`src/rtl/tarot_guard_defs.v`:
```
// Shared encodings for the tarot_guard slice: cause-bit offsets, FSM states, range-compare width.
// Pure text macros, no logic, no latency.
// No flow control; constants only.
`ifndef TAROT_GUARD_DEFS_V
`define TAROT_GUARD_DEFS_V

// Cause-vector bit offsets above the NREG per-region bits
`define TG_CAUSE_DMA   0
`define TG_CAUSE_ATOM  1
`define TG_CAUSE_IRQ   2
`define TG_CAUSE_GIE   3
`define TG_CAUSE_EXTRA 4

// FSM state encoding
`define TG_ST_RUN  1'b0
`define TG_ST_KILL 1'b1

// Range compares are done one bit wider than the address so base+size never wraps
`define TG_HIT_W 17

`endif

```
`src/rtl/tarot_guard_pkg.sv`:
```
// Shared types, constants and the inclusive range-hit helper for tarot_guard.
// Combinational helpers only, zero latency.
// No flow control.
package tarot_guard_pkg;

`include "tarot_guard_defs.v"

    localparam int HIT_W      = `TG_HIT_W;
    localparam int CAUSE_DMA  = `TG_CAUSE_DMA;
    localparam int CAUSE_ATOM = `TG_CAUSE_ATOM;
    localparam int CAUSE_IRQ  = `TG_CAUSE_IRQ;
    localparam int CAUSE_GIE  = `TG_CAUSE_GIE;
    localparam int CAUSE_XTRA = `TG_CAUSE_EXTRA;

    localparam logic [0:0] ST_RUN  = `TG_ST_RUN;
    localparam logic [0:0] ST_KILL = `TG_ST_KILL;

    // addr in [base, base+size] inclusive; the upper bound is widened so it cannot wrap
    function automatic logic range_hit(input logic [15:0] addr,
                                       input logic [15:0] base,
                                       input logic [15:0] size);
        logic [HIT_W-1:0] lo;
        logic [HIT_W-1:0] hi;
        logic [HIT_W-1:0] a;
        lo = HIT_W'(base);
        hi = lo + HIT_W'(size);
        a  = HIT_W'(addr);
        return (a >= lo) && (a <= hi);
    endfunction

endpackage

```
`src/rtl/tarot_region_check.sv`:
```
// One protected-region check: address hit plus access-mode violation.
// Purely combinational, zero latency.
// No flow control.
module tarot_region_check
    import tarot_guard_pkg::*;
(
    input  logic [15:0] addr,
    input  logic [15:0] base,
    input  logic [15:0] size,
    input  logic        mode,
    input  logic        data_en,
    input  logic        data_wr,
    input  logic        in_tcb,
    output logic        hit,
    output logic        viol
);

    assign hit = range_hit(addr, base, size);

    // mode=1 protects reads too; code running inside the trusted block is exempt
    assign viol = data_en & hit & (data_wr | mode) & ~in_tcb;

endmodule

```
`src/rtl/tarot_guard.sv`:
```
// Memory/TCB access guard: flags region, DMA, atomicity, IRQ and GIE violations and requests a PUC.
// reset asserts in the violating cycle (zero latency); cause/count register on the RUN->KILL edge.
// No backpressure; observes the bus every cycle and never stalls it.
module tarot_guard
    import tarot_guard_pkg::*;
#(
    parameter int                 NREG          = 4,
    parameter logic [16*NREG-1:0] REG_BASE      = {16'h0020, 16'h0130, 16'h0080, 16'hE000},
    parameter logic [16*NREG-1:0] REG_SIZE      = {16'h0006, 16'h00D0, 16'h0010, 16'h1FFF},
    parameter logic [NREG-1:0]    REG_MODE      = 4'b0000,
    parameter logic [15:0]        TCB_BASE      = 16'hFAE0,
    parameter logic [15:0]        TCB_SIZE      = 16'h03FC,
    parameter logic [15:0]        RESET_HANDLER = 16'h0000,
    parameter int                 CNT_W         = 8
) (
    input  logic                      clk,
    input  logic                      rst,
    input  logic [15:0]               pc,
    input  logic                      data_en,
    input  logic                      data_wr,
    input  logic [15:0]               data_addr,
    input  logic                      dma_en,
    input  logic [15:0]               dma_addr,
    input  logic                      irq,
    input  logic                      gie,
    output logic                      reset,
    output logic [NREG+CAUSE_XTRA-1:0] viol_cause,
    output logic [CNT_W-1:0]          viol_cnt
);

    localparam int          CW       = NREG + CAUSE_XTRA;
    localparam logic [15:0] TCB_LAST = TCB_BASE + TCB_SIZE;

    logic [15:0]     prev_pc;
    logic [0:0]      state;
    logic            in_tcb;
    logic            prev_in_tcb;
    logic [NREG-1:0] reg_viol;
    logic [NREG-1:0] dma_hit;
    logic [NREG-1:0] unused_data_hit;
    logic [NREG-1:0] unused_dma_viol;
    logic [CW-1:0]   cause;
    logic            viol_now;

    assign in_tcb      = range_hit(pc, TCB_BASE, TCB_SIZE);
    assign prev_in_tcb = range_hit(prev_pc, TCB_BASE, TCB_SIZE);

    // Each region checked independently so overlapping regions each raise their own bit
    for (genvar i = 0; i < NREG; i++) begin : g_reg
        tarot_region_check u_data_chk (
            .addr    (data_addr),
            .base    (REG_BASE[16*i +: 16]),
            .size    (REG_SIZE[16*i +: 16]),
            .mode    (REG_MODE[i]),
            .data_en (data_en),
            .data_wr (data_wr),
            .in_tcb  (in_tcb),
            .hit     (unused_data_hit[i]),
            .viol    (reg_viol[i])
        );

        // DMA is never allowed into a protected region, whatever the pc
        tarot_region_check u_dma_chk (
            .addr    (dma_addr),
            .base    (REG_BASE[16*i +: 16]),
            .size    (REG_SIZE[16*i +: 16]),
            .mode    (1'b1),
            .data_en (dma_en),
            .data_wr (1'b1),
            .in_tcb  (1'b0),
            .hit     (dma_hit[i]),
            .viol    (unused_dma_viol[i])
        );
    end

    // Combinational cause vector: all simultaneous causes are reported together
    always_comb begin
        cause                   = '0;
        cause[NREG-1:0]         = reg_viol;
        cause[NREG+CAUSE_DMA]   = dma_en & ((|dma_hit) | in_tcb);
        cause[NREG+CAUSE_ATOM]  = (~prev_in_tcb & in_tcb & (pc != TCB_BASE)) |
                                  (prev_in_tcb & ~in_tcb & (prev_pc != TCB_LAST));
        cause[NREG+CAUSE_IRQ]   = irq & in_tcb;
        cause[NREG+CAUSE_GIE]   = gie & in_tcb & (pc != TCB_BASE);
    end

    assign viol_now = |cause;
    assign reset    = (state == ST_KILL) | viol_now;

    // pc history, RUN/KILL FSM, sticky cause capture and saturating violation count
    always_ff @(posedge clk or posedge rst) begin
        if (rst) begin
            prev_pc    <= RESET_HANDLER;
            state      <= ST_RUN;
            viol_cause <= '0;
            viol_cnt   <= '0;
        end else begin
            prev_pc <= pc;
            case (state)
                ST_RUN: begin
                    if (viol_now) begin
                        state      <= ST_KILL;
                        viol_cause <= cause;
                        if (viol_cnt != {CNT_W{1'b1}}) begin
                            viol_cnt <= viol_cnt + CNT_W'(1);
                        end
                    end
                end
                default: begin
                    // Only leave KILL once the core is back at the reset vector with no fresh fault
                    if ((pc == RESET_HANDLER) && !viol_now) begin
                        state <= ST_RUN;
                    end
                end
            endcase
        end
    end

endmodule

```
`config.mk`:
```
export PLATFORM = sky130hd
export DESIGN_NAME = tarot_guard
export DESIGN_NICKNAME = d
export VERILOG_FILES = /design/src/rtl/tarot_guard_pkg.sv /design/src/rtl/tarot_region_check.sv /design/src/rtl/tarot_guard.sv
export VERILOG_INCLUDE_DIRS = /design/src /design/src/rtl
export SDC_FILE = /design/constraint.sdc
export NUM_CORES = 1
export LEC_CHECK = 0
export CORE_UTILIZATION = 65
export DETAILED_ROUTE_END_ITERATION = 10
export PLACE_DENSITY_LB_ADDON = 0.25
export SKIP_CTS_REPAIR_TIMING = 1
export SYNTH_ARGS = -nofsm -noshare
export SYNTH_HDL_FRONTEND = slang
export SYNTH_HIERARCHICAL = 1
export SYNTH_SLANG_ARGS = --single-unit
```
`constraint.sdc`:
```
create_clock -name clk -period 7.9 [get_ports clk]
set_input_delay 1.58 -clock clk [delete_from_list [all_inputs] [get_ports clk]]
set_output_delay 1.58 -clock clk [all_outputs]
set_load 0.02 [all_outputs]
```
==> Yosys cells after proc, flatten, opt, wreduce, memory -nomap -nowiden <==
Index checks and enable logic that the tools add are counted.
{ "totals": {"ff_bits": 33, "latchBits": 0, "mem_bits_rw": 0, "romBits": 0, "word_cells": 74, "n_memories": 0} }
{ "op_classes": {"addsub": 1, "multipliers": 0, "div_mod_pow": 0, "n_lt_le_gt_ge": 20, "n_eq_ne": 3, "shift": 0, "mux": 3, "bitwise_logic": 26, "n_reduce_logical": 17} }
{ "op_table": {"columns": ["operator", "n"], "rows": [
  ["16-bit >= comparator, second input constant", 4],
  ["16-bit <= comparator, second input constant", 4],
  ["16-bit by 6-bit >= comparator with 1-bit output, second input constant", 2],
  ["16-bit by 8-bit >= comparator with 1-bit output, second input constant", 2],
  ["16-bit by 9-bit >= comparator with 1-bit output, second input constant", 2],
  ["16-bit by 10-bit <= comparator with 1-bit output, second input constant", 2],
  ["16-bit by 6-bit <= comparator with 1-bit output, second input constant", 2],
  ["16-bit by 8-bit <= comparator with 1-bit output, second input constant", 2],
  ["16-bit inequality test, second input constant", 2],
  ["1-bit bitwise AND", 20],
  ["16-bit logical NOT", 1],
  ["1-bit logical AND", 11],
  ["8-bit by 1-bit adder with 8-bit output, second input constant", 1],
  ["8-bit inequality test, second input constant", 1],
  ["8-bit OR reduction", 1],
  ["4-bit OR reduction", 1],
  ["1-bit 2-to-1 mux", 3],
  ["1-bit inverter", 3],
  ["1-bit OR", 3],
  ["3-bit AND reduction", 1],
  ["2-bit AND reduction", 1],
  ["1-bit logical NOT", 1]
]} }

==> Logic depth before layout (Yosys ltp) <==
Gate-level depths: netlist of the first run.
{ "depth": {"ltp_word": 11, "mapped_depth": 21, "depth_no_buf": 20} }

==> By module <==
The synthesis of the first run kept the hierarchy.
{ "modules_own_cells": {"columns": ["module", "n_inst", "cells_each", "area_per_inst_um2", "seq_area_each_um2"], "rows": [
  ["tarot_region_check (g_reg[0].u_data_chk ...)", 3, 198, 1522.7, 0.0],
  ["tarot_region_check (g_reg[2].u_dma_chk ...)", 3, 197, 1493.9, 0.0],
  ["tarot_region_check (g_reg[1].u_data_chk)", 1, 200, 1512.7, 0.0],
  ["tarot_region_check (g_reg[0].u_dma_chk)", 1, 197, 1500.2, 0.0],
  ["tarot_guard", 1, 130, 1457.6, 825.8]
]} }

==> Least setup slack after synthesis of the first run <==
Ideal clock, no wire load.
{ "synth_path": {"path_type": "in2out", "startpoint": "input port dma_addr[5]", "endpoint": "output port reset", "arrival_time_ns": 4.112, "setup_slack_ns": 2.208, "cell_stages": 10, "n_path_buf": 1, "cell_sequence": "ha_1 or4_1 a221o_1 a31oi_1 nor2_1 nor4_1 o21ai_0 a2111oi_4 buf_2 nand2b_1"} }
{ "synth_via": {"elab_chain_len": 7, "elab_cells_between_ends": 17} }
{ "synth_rtl": {"columns": ["item", "line_no", "rtl"], "rows": [
  ["start, declared", "tarot_guard.sv:23", "input logic [15:0] dma_addr,"],
  ["16-bit by 8-bit >= comparator with 1-bit output / 16-bit by 8-bit <= comparator with 1-bit output (equally long branches)", "tarot_guard_pkg.sv:28", "return (a >= lo) && (a <= hi);"],
  ["1-bit logical AND (*)", "tarot_guard_pkg.sv:28", null],
  ["via dma_hit[1]", "tarot_guard.sv:39", "logic [NREG-1:0] dma_hit;"],
  ["4-bit OR reduction (*)", "tarot_guard.sv:80", "cause[NREG+CAUSE_DMA] = dma_en & ((|dma_hit) | in_tcb);"],
  ["1-bit OR (*)", "tarot_guard.sv:80", null],
  ["1-bit bitwise AND (*)", "tarot_guard.sv:80", null],
  ["8-bit OR reduction (*)", "tarot_guard.sv:87", "assign viol_now = |cause;"],
  ["1-bit OR (*)", "tarot_guard.sv:88", "assign reset = (state == ST_KILL) | viol_now;"],
  ["end, declared", "tarot_guard.sv:26", "output logic reset,"]
]} }
The timed path passes the listed nets; every way through them passes the cells marked *.

==> Worst setup path after layout of the first run <==
{ "layout_path": {"startpoint": "input port dma_addr[15]", "endpoint": "output port reset"} }
{ "layout_via": {"elab_chain_len": 7, "elab_cells_between_ends": 17} }
{ "layout_rtl": {"columns": ["item", "line_no"], "rows": [
  ["16-bit by 9-bit >= comparator with 1-bit output / 16-bit by 10-bit <= comparator with 1-bit output (equally long branches)", "tarot_guard_pkg.sv:28"],
  ["1-bit logical AND (*)", "tarot_guard_pkg.sv:28"],
  ["via dma_hit[2]", "tarot_guard.sv:39"],
  ["4-bit OR reduction (*)", "tarot_guard.sv:80"],
  ["1-bit OR (*)", "tarot_guard.sv:80"],
  ["1-bit bitwise AND (*)", "tarot_guard.sv:80"],
  ["8-bit OR reduction (*)", "tarot_guard.sv:87"],
  ["1-bit OR (*)", "tarot_guard.sv:88"]
]} }
Marked as above.

==> results of run 1 <==
## state kept, by name, indices dropped and copies added (netlist names)
register,count
prev_pc,16
state,1
viol_cause,8
viol_cnt,8
## routing by layer
metal	wire, um	share of wire	GRT usage
met1	13700	0.42	0.348
met2	16300	0.50	0.594
met3	1150	0.035	0.0219
met4	1320	0.041	0.119
met5	0	0	0
## metrics by stage
stage / total power (W) / hold WS [ns] / cell area, um^2 / utilization
after floorplan: 0.00108 / 0.607 / 14900 / -
final: 0.00158 / 0.517 / 16100 / 0.797
after global placement: 0.00125 / 0.487 / 16000 / 0.790
after global routing: 0.00176 / 0.543 / 16100 / 0.797
after CTS: 0.00147 / 0.513 / 16100 / 0.797
after detailed placement: 0.00128 / 0.498 / 16000 / 0.790
## power groups by stage
stage	clock, W	combinational, W	sequential (W)
after floorplan	0	0.000859	0.000222
after global placement	0	0.00104	0.000206
after detailed placement	0	0.00108	0.000207
after CTS	0.000184	0.00108	0.000205
after global routing	0.000192	0.00136	0.000207
final	0.000181	0.00120	0.000205
## critical path, stage by stage
cell             delay [ns]
clkdlybuf4s50_1        0.78
ha_1                   0.35
and4_1                 0.21
nand4_1                0.11
nor2_1                 0.08
a221o_1                0.32
a221oi_1               0.31
nor3_1                 0.12
nor4_1                 0.49
o21ai_0                0.30
a2111oi_4              0.36
nand2b_1               0.09
clkdlybuf4s50_1        0.54
## path summary, 6_finish.rpt
check	from	endpoint	slack, ns	depth (start not counted)
min reg2reg	viol_cause[4]	viol_cause[4]	0.52	2
max	dma_addr[15]	reset	0.69	13
max reg2reg	prev_pc[8]	viol_cause[3]	5.05	8
max in group asynchronous	rst	viol_cause[3]	5.92	3
min	viol_cause[4]	viol_cause[4]	0.52	2
min in group asynchronous	rst	prev_pc[15]	1.69	3
## layout make-up
| class | count | area [um^2] | area share |
|---|---|---|---|
| multi-input cells | 1881 | 13400 | 0.832 |
| inverters | 178 | 668 | 0.0414 |
| repair buffers | 74 | 733 | 0.0455 |
| flip-flops and latches | 33 | 826 | 0.0512 |
| clock inverters | 2 | 10.0 | 0.000621 |
| clock buffers | 6 | 129 | 0.00799 |
| well taps | 270 | 338 | 0.0210 |
==> qor.yml, run 1 <==
outcome:
  status: "finished, final reports clean"
critical_path:
  end_kind: "output pin"
  path_max_fanout: 8
  crit_arrival_ns: 5.63
  crit_type: "input port to output pin"
  cp-start-kind: "input port"
  worst_ep_required_time_ns: 6.32
power_and_ir_drop:
  pwr-share-comb: 0.757
  power_frac_clock: 0.114
  p_seq_frac: 0.129
  power_switching_w: 0.000750
  sw_frac_of_total: 0.473
  p_leak_nw: 8.45
  powerDensity_nw_per_um2: 98.3
  vdd_ir_drop_max_mv: 0.0998
  internal-power_w: 0.000835
cells_and_area:
  mostFrequentLayoutCell: "conb_1"
  nNetsFinal: 2621
  final_cell_mix: "conb_1 (404), ha_1 (385), inv_1 (178)"
  area_growth_pct: 20.1
  nFillCells: 1429
  final_layout_size_suffix_gt1_frac: 0.0285
  diodes: 0
  layoutNonFillerInstCount: 2444
clock_tree:
  htree_levels: 2
  clock_sinks: 33
  numCtsBuffers: 5
  cts_tree: "done"
  cts.clk_slew.worst_paths_ns: 0.05
  clock_latency_ns: 0.27
  clockBufferDepth: 2
  root_buffer: "clkbuf_16"
drt:
  drt_iter0_drc: 502
  antenna_left: 0
  drcViolationCount: 0
  drt_first_pass_iters: 5
  drt-total-wl_mm: 32.5
  vias: 13600
  wl_per_cell_um: 13.3
  via_per_inst: 5.57
yosys:
  syn-cell-area_um2: 13400
  syn-instance-count: 1696
  synth_area_per_cell_um2: 7.92
  yosysWarnings: 6
sta:
  setup_tns_ns: 0
  slew-limit-headroom: 0.514
  rsz0062_at_grt: "false"
  tightest_slew_ns: 0.728
  finalWorstSetupSlack_ns: 0.695
  max_clock_freq_ghz: 0.139
  fin_worst_skew_ns: 0.00507
  finalSetupViolCount: 0
  fin_crit_ns: 7.21
  hold_viol: 0
  slew_violations: 0
  post-route-period-util: 0.912
floorplan:
  die_w_um: 146
  start_util: 0.664
  coreArea_um2: 20200
  num_io_pins: 72
  die_h_um: 146
  die-area_um2: 21200
  num_rows: 52
global_routing:
  grt_pass1_wl_mm: 56.2
  grt_pass1_vias: 13400
  gr-total-overflow: 0
  grt_max_degree: 34
  antenna_found_initial: 0
  grt_usage: 0.308
placement:
  port_buffers: 71
  globalplace.congestion: 0.934
  dp_slack_ns: 0.676
  post-dp-hpwl_mm: 27.1
  dp_cells: 2436
hold_path:
  hp-class: "register to register"
job:
  max-cap-violations: 0
No activity file was read; power rests on OpenSTA's default activity.
==> run 2: changes to the inputs <==
GPL_ROUTABILITY_DRIVEN = 0   (was default)
==> results of run 2 <==
Final layout, timing and power as in run 1 (identical DEF).
==> run 3: changes to the inputs <==
ABC_AREA = 1   (was default)
CAP_MARGIN = 20   (was default)
==> run 3 against run 2 <==
Against the previous run:
- the run now ends with DRC left
- fmax grew 5.9%
- sequential cell count is the same
- total power shrank 0.96%
- count of clock-buffer cells in the layout grew 1
- non-clock buffer count shrank 2
- global-route usage shrank 0.76 points
- combinational power is essentially flat
- clock skew is essentially flat
- largest power group unchanged
==> qor.yml, run 3 <==
hold_path:
  hold_path_end: "viol_cause[1]"
  hp-class: "register to register"
  min_delay_path_depth: 2  # unchanged
  hp-start: "viol_cause[1]"
floorplan:
  num_rows: 53  # +1.9%
  die_w_um: 148  # +1.6%
  num_io_pins: 72  # unchanged
  die-area_um2: 21900  # +3.2%
  coreArea_um2: 21000  # +3.6%
  start_util: 0.662  # -0.00175
  die_h_um: 148  # +1.6%
sta:
  slew-limit-headroom: 0.594  # +0.0800
  fin_worst_skew_ns: 0.00535  # +0.000278 ns
  hold_viol: 0  # unchanged
  setup_tns_ns: 0  # unchanged
  post-route-period-util: 0.862  # -0.0505
  max_clock_freq_ghz: 0.147  # +5.9%
  fin_crit_ns: 6.81  # -0.399 ns
  rsz0062_at_grt: "false"
  finalSetupViolCount: 0  # unchanged
  slew_violations: 0  # unchanged
  tightest_slew_ns: 0.608  # -0.120 ns
power_and_ir_drop:
  vdd_ir_drop_max_mv: 0.129  # +30%
  power.total_w: 0.00157  # -0.96%
  p_leak_nw: 9.33  # +10%
  powerDensity_nw_per_um2: 94.6  # -3.8%
clock_tree:
  htree_levels: 2  # unchanged
  clock_sinks: 33  # unchanged
  clockBufferDepth: 2  # unchanged
  numCtsBuffers: 5  # unchanged
  clock_latency_ns: 0.27  # about the same
  cts.clk_slew.worst_paths_ns: 0.05  # about the same
  root_buffer: "clkbuf_16"
  cts_tree: "done"
global_routing:
  grt_pass1_vias: 13700  # +1.8%
  grt_max_degree: 34  # unchanged
  gr-total-overflow: 0  # unchanged
  grt_busiest_layer: "met2"
  met3_usage: 0.0169  # -0.00507
  grt_usage: 0.300  # -0.00760
  groute.layer.met1.usage: 0.323  # -0.0243
  use_met2: 0.604  # +0.00973
  antenna_found_initial: 0  # unchanged
  grt_pass1_wl_mm: 55.6  # -1.0%
yosys:
  synth_area_per_cell_um2: 6.88  # -13%
  syn-cell-area_um2: 13900  # +3.3%
  syn-instance-count: 2017  # +19%
  yosysWarnings: 6  # unchanged
placement:
  post-dp-hpwl_mm: 27.4  # +1.2%
  port_buffers: 71  # unchanged
cells_and_area:
  largest_reg_flops: 16  # unchanged
  final_layout_size_suffix_gt1_frac: 0.0545  # +0.0260
  area_growth_pct: 19.6
  nNetsFinal: 2943  # +12%
  diodes: 0  # unchanged
  final_cell_mix: "nand2_1 (448), conb_1 (404), ha_1 (385)"
  mostFrequentLayoutCell: "nand2_1"
  largest-register: "prev_pc"
  top_regs: "prev_pc (16), viol_cause (8), viol_cnt (8)"
critical_path:
  end_kind: "output pin"
  path_max_fanout: 8  # unchanged
  r2r_setup_slack_ns: 5.93  # +0.88 ns
  crit_arrival_ns: 5.23  # -0.40 ns
  crit_type: "input port to output pin"
  worst_ep_required_time_ns: 6.32  # about the same
  timing.rr.start: "prev_pc[8]"
  rr_worst_depth: 11  # +3
  rr_endpoint: "viol_cause[6]"
  cp-start-kind: "input port"
drt:
  drcViolationCount: 1  # +1
  via_per_inst: 5.08  # -8.7%
  vias: 14100  # +3.5%
  wl_per_cell_um: 11.7  # -12%
  antenna_left: 0  # unchanged
  drt_first_pass_iters: 8  # +3
  drt_iter0_drc: 383  # -24%
  drt-total-wl_mm: 32.4  # -0.38%
job:
  max-cap-violations: 0  # unchanged
outcome:
  status: "complete, but fails checks"
  violations: "DRC"
==> run 3: area by class of cell <==
| cell class | count | area, um^2 |
|---|---|---|
| multi-input cells | 2070 | 13400 |
| fillers | 1606 | 4360 |
| inverters | 313 | 1170 |
| flip-flops and latches | 33 | 826 |
| repair buffers | 72 | 718 |
| well taps | 275 | 344 |
| clock buffers | 7 | 143 |
| clock inverters | 1 | 30.0 |
==> run 3: worst max-delay path: stages <==
cell and delay (ns):
clkdlybuf4s50_1 0.66, ha_1 0.44, nand2_1 0.07, nor2_1 0.20, nand3b_1 0.10, nand3_1 0.09
nand2_1 0.05, nand2_1 0.05, nand2_1 0.05, nand2_1 0.06, nand2_1 0.05, nand2_1 0.05
nand2_1 0.08, nand2_1 0.07, inv_1 0.04, nor4_1 0.52, a21boi_2 0.16, nor2_2 0.22
nand3_1 0.12, clkdlybuf4s50_1 0.56
==> run 3: power by group <==
group	internal, W	switching, W	leakage [nW]	total, W
clock network	0.000157	0.0000678	0.0841	0.000225
logic	0.000485	0.000685	8.83	0.00117
registers	0.000173	0.00000166	0.419	0.000175
==> run 3: per-stage QoR <==
stage / hold WS [ns] / instances / instance area, um^2 / utilization / setup slack, ns
global placement: 0.454 / 2763 / 16400 / 0.784 / 1.15
floorplan: 0.577 / 2419 / 15400 / - / 2.90
detailed placement: 0.467 / 2763 / 16400 / 0.784 / 1.09
global route: 0.525 / 2771 / 16600 / 0.792 / 0.819
finish: 0.479 / 2771 / 16600 / 0.792 / 1.09
CTS: 0.478 / 2771 / 16600 / 0.792 / 1.08
==> run 3: per-layer routing <==
metal | routed length [um] | up-vias
li1 | - | 7380
met1 | 13400 | 6359
met2 | 17000 | 257
met3 | 866 | 83
met4 | 1120 | 0
met5 | 0 | -
==> run 3: worst max-delay path by stage <==
stage / start / to
global route: dma_addr[8] / reset
finish: dma_addr[8] / reset
CTS: dma_addr[8] / reset
floorplan: dma_addr[8] / reset
detailed placement: dma_addr[8] / reset
global placement: dma_addr[4] / reset
